File: src/rtl/serial_addsub_pkg.sv
// serial_addsub_pkg: shared FSM state type and add/sub mode encodings
package serial_addsub_pkg;
  typedef enum logic [1:0] {IDLE, SHIFT, DONE} state_t;
  localparam logic MODE_ADD = 1'b0;
  localparam logic MODE_SUB = 1'b1;
endpackage

File: src/rtl/serial_addsub_unit_bit_cell.sv
// serial_bit_cell: one-bit full adder/subtractor (i_a,i_b,i_c,i_mode -> o_r sum/diff, o_c carry/borrow out)
module serial_bit_cell
  import serial_addsub_pkg::*;
(
  input  logic i_a,
  input  logic i_b,
  input  logic i_c,
  input  logic i_mode,
  output logic o_r,
  output logic o_c
);
  logic w_a;
  assign w_a = i_mode == MODE_SUB ? ~i_a : i_a;
  assign o_r = i_a ^ i_b ^ i_c;
  assign o_c = (w_a & i_b) | (w_a & i_c) | (i_b & i_c);
endmodule

File: src/rtl/serial_addsub_unit.sv
// serial_addsub_unit: bit-serial LSB-first A+/-B (in: CLK,RST,St,Mode,A_in,B_in; out: Busy,Done,Result,Co,Ovf; Ovf live only with SERIAL_ADDSUB_OVF_EN)
module serial_addsub_unit
  import serial_addsub_pkg::*;
#(
  parameter int N = 8,
  localparam int CW = $clog2(N + 1)
) (
  input  logic         CLK,
  input  logic         RST,
  input  logic         St,
  input  logic         Mode,
  input  logic [N-1:0] A_in,
  input  logic [N-1:0] B_in,
  output logic         Busy,
  output logic         Done,
  output logic [N-1:0] Result,
  output logic         Co,
  output logic         Ovf
);
  state_t r_state, w_next;
  logic [N-1:0] r_acc, r_addend;
  logic [CW-1:0] r_cnt;
  logic r_mode, r_c, r_co, w_r, w_c, w_last;
  serial_bit_cell u_cell (
    .i_a(r_acc[0]),
    .i_b(r_addend[0]),
    .i_c(r_c),
    .i_mode(r_mode),
    .o_r(w_r),
    .o_c(w_c)
  );
  assign w_last = r_cnt == CW'(N - 1);
  always_ff @(posedge CLK) r_state <= RST ? IDLE : w_next;
  always_comb begin
    w_next = r_state == IDLE  ? (St ? SHIFT : IDLE) :
             r_state == SHIFT ? (w_last ? DONE : SHIFT) : IDLE;
  end
  always_comb begin
    Busy = r_state == SHIFT;
    Done = r_state == DONE;
  end
  always_ff @(posedge CLK) begin
    if (RST) begin
      r_acc    <= '0;
      r_addend <= '0;
      r_mode   <= MODE_ADD;
      r_c      <= 1'b0;
      r_cnt    <= '0;
      r_co     <= 1'b0;
    end else if (r_state == IDLE && St) begin
      r_acc    <= A_in;
      r_addend <= B_in;
      r_mode   <= Mode;
      r_c      <= 1'b0;
      r_cnt    <= '0;
    end else if (r_state == SHIFT) begin
      r_acc    <= {w_r, r_acc[N-1:1]};
      r_addend <= {r_addend[0], r_addend[N-1:1]};
      r_c      <= w_c;
      r_cnt    <= r_cnt + CW'(1);
      if (w_last) r_co <= w_c;
    end
  end
  assign Result = r_acc;
  assign Co     = r_co;
`ifdef SERIAL_ADDSUB_OVF_EN
  logic r_ovf;
  always_ff @(posedge CLK) begin
    if (RST) r_ovf <= 1'b0;
    else if (r_state == SHIFT && w_last) r_ovf <= r_c ^ w_c;
  end
  assign Ovf = r_ovf;
`else
  assign Ovf = 1'b0;
`endif
endmodule

File: config.mk
export PLATFORM = sky130hd
export DESIGN_NAME = serial_addsub_unit
export DESIGN_NICKNAME = d
export VERILOG_FILES = /design/src/rtl/serial_addsub_pkg.sv /design/src/rtl/serial_addsub_unit_bit_cell.sv /design/src/rtl/serial_addsub_unit.sv
export SDC_FILE = /design/constraint.sdc
export NUM_CORES = 1
export LEC_CHECK = 0
export BUFFER_PORTS_ARGS = -buffer_cell sky130_fd_sc_hd__buf_4
export CORE_MARGIN = 2
export CORE_UTILIZATION = 45
export CTS_BUF_LIST = sky130_fd_sc_hd__clkbuf_16
export DETAILED_ROUTE_END_ITERATION = 12
export PLACE_DENSITY = 0.71
export REMOVE_ABC_BUFFERS = 1
export SYNTH_ARGS = -nofsm -noshare
export SYNTH_HDL_FRONTEND = slang
export SYNTH_SLANG_ARGS = --single-unit
File: constraint.sdc
create_clock -name CLK -period 1.4 [get_ports CLK]
set_input_delay 0.21 -clock CLK [delete_from_list [all_inputs] [get_ports CLK]]
set_output_delay 0.21 -clock CLK [all_outputs]
set_load 0.02 [all_outputs]
==> impl_metrics.ini <==
[run_status]
status = finished clean

[synth]
seq_area_frac_synth = 0.4469
yosysWarningCount = 0
syn_area_mm2 = 0.001120
synth_seq_cells = 25
syn_inst = 127
yosysUniqueCellTypes = 34
synth_area_per_cell_um2 = 8.818

[worst_setup_path]
critPathMaxFanout = 9
critPathKind = reg2out
arrival_ns = 1.04
crit_family = flip-flops
path_cells = buf_4 -> nor2_1 -> buf_4
slowest_delay_ns = 0.42
crit_buf_inv = 2
endpoint_kind = primary output
cp.required_ns = 1.19
slowest_stage = dfxtp_2
critPathMostFrequentCell = buf_4
critical_path.startpoint_type = register

[placement]
dp_cells = 185
placed_cell_area_mm2 = 0.001379
hpwl_mm = 1.917
port-buffer-count = 30
dp_slack_ns = 0.1690
place_congestion = 0.7402

[floorplan]
die_w_um = 53.89
coreArea_mm2 = 0.002410
io_pins = 32
start_util = 0.4647
num_rows = 18
die_area_mm2 = 0.002904
dieHeight_um = 53.89

[route]
vias_per_cell = 5.444
vias = 1029
wl_per_cell_um = 13.95
drt_pass1_iterations = 4
first_iter_violations = 19
postRouteAntennaNets = 0
drc = 0
wl_mm = 2.637

[sta]
finalWorstSetupSlack_ns = 0.1508
tns_ns = 0
slew_violations = 0
skew_ns = 0.001390
period_needed_ns = 1.249
min_period_over_period = 0.8923
fmax_ghz = 0.8005
setup_viol = 0
rsz0062_at_grt = no
finalHoldViolCount = 0

[clock_network]
h-tree-depth = 1
cts_buffer_depth = 2
cts_root_buf = clkbuf_16
insertion_delay_ns = 0.25
post_cts_buffers = 0
cts_tree = built
cts.sinks = 25
path_clk_slew_ns = 0.06
numCtsBuffers = 3

[grt]
antenna_found_initial = 0
grt-ovfl-total = 0
grt_pass1_wl_mm = 4.112
grt_max_degree = 15
grt_util_all_layers = 0.1966
first_global_vias = 898

[finish]
instances_no_fill = 189
antenna-diode-count = 0
fin_area_mm2 = 0.001460
finalNetCount = 181
fill_cells = 213
drive_gt1_frac = 0.2956
areaGrowthSynthToFinish_pct = 30.39
regArea_um2 = 503.0
fin_util = 0.6059
multiInputGateArea_um2 = 549.3

[pwr]
power.density_mw_per_mm2 = 1166
power.leakage_nw = 0.6001
ir_worst_vdd_mv = 0.8039

[min_path]
hp-class = in2reg

[run]
maxCapViolCount = 0
## flip-flops by register name, indices dropped and copies added, names as in the netlist
name and flops:
r_c 1, r_addend 8, Result 8, r_state 2, Co 1, r_mode 1
r_cnt 4
## cells by family (layout without fill, tap and decap cells)
kind of cell / Yosys count / in the layout / share of synthesized area
other: 1 / 1 / 0.003349
XOR/XNOR: 4 / 4 / 0.04469
adder cells (fa/ha/maj): 1 / 1 / 0.01117
AO/OA/AOI/OAI: 61 / 61 / 0.3196
buffers and inverters: 13 / 45 / 0.06256
AND/OR/NAND/NOR: 22 / 22 / 0.1117
flip-flops: 25 / 25 / 0.4469
## layer usage
layer | GRT usage | up-vias | share of wire
met3 | 0.03611 | 4 | 0.058
li1 | - | 529 | -
met2 | 0.2866 | 30 | 0.43
met5 | 0 | - | 0
met1 | 0.2889 | 466 | 0.51
met4 | 0.06410 | 0 | 0.011
## per-stage QoR
stage | hold WS [ns] | power, mW
3_5_place_dp | 0.4315 | 1.103
6_report | 0.1575 | 1.702
5_1_grt | 0.1612 | 1.788
3_3_place_gp | 0.4284 | 1.098
4_1_cts | 0.1591 | 1.713
2_1_floorplan | 0.2791 | 0.9692
## where the power goes
group          switching, mW  total [mW]  leakage, nW  internal [mW]
clock                  0.233       0.614       0.0423          0.381
combinational          0.144       0.287        0.351          0.143
sequential            0.0397       0.802        0.207          0.762
total                  0.416        1.70        0.600           1.29
## Yosys cell counts
master     instances  area (um^2)
nand3b_1           1        7.510
clkbuf_1           2        7.510
conb_1             1        3.750
a221oi_1           1        8.760
xor2_1             2        17.52
inv_1              4        15.01
nor2_1             7        26.28
dfxtp_1           25        500.5
and3_4             1        11.26
xor3_1             1        23.77
xnor2_1            1        8.760
o21ba_2            1        10.01
o21ai_1            1        5.000
and2_2             1        7.510
a21oi_1           19        95.09
or3_1              2        12.51
and2b_2            1        8.760
buf_2              3        15.01
o2bb2ai_1          4        35.03
ha_1               1        12.51
nand2b_1           1        6.260
inv_4              1        6.260
nor3b_1            1        7.510
o21bai_1           1        7.510
nand3_1            1        5.000
nand2b_4           1        13.76
nand2_1            5        18.77
buf_4              2        15.01
a31oi_1            1        6.260
o21ai_0           18        90.09
buf_6              1        11.26
a22oi_1            1        7.510
a311oi_1           2        17.52
o22ai_1           12        75.07
## cell usage in the layout (no fill, tap or decap), types with 2 or more instances in the layout
master / count
dfxtp_2: 2
dfxtp_1: 23
buf_4: 36
inv_1: 5
nor2_1: 7
clkbuf_16: 3
or3_1: 2
o2bb2ai_1: 4
a311oi_1: 2
nand2_1: 5
o22ai_1: 12
xor2_1: 2
o21ai_0: 18
a21oi_1: 19
## layout make-up
type / count / share of cell area
clock buffer: 3 / 0.05141
clock inverter: 1 / 0.002571
inverter: 5 / 0.01457
multi-input combinational: 89 / 0.3762
sequential: 25 / 0.3445
tap: 30 / 0.02571
timing repair buffer: 36 / 0.1851
## what timing repair did
action                                  in CTS  in global routing
hold endpoints to repair                     0                  0
endpoints found under the setup margin       0                  1
resized for setup                            0                  2
hold buffers                                 0                  0
## path summary, 6_finish.rpt
path,end,from,depth (start not counted),slack [ns]
worst max register to register,Co,Result[0],3,0.25
worst max-delay path,Done,r_state[0],3,0.15
worst min register to register,r_cnt[1],r_cnt[1],2,0.48
worst min-delay path,r_state[0],RST,2,0.16
Power figures use the tool's default switching activity.
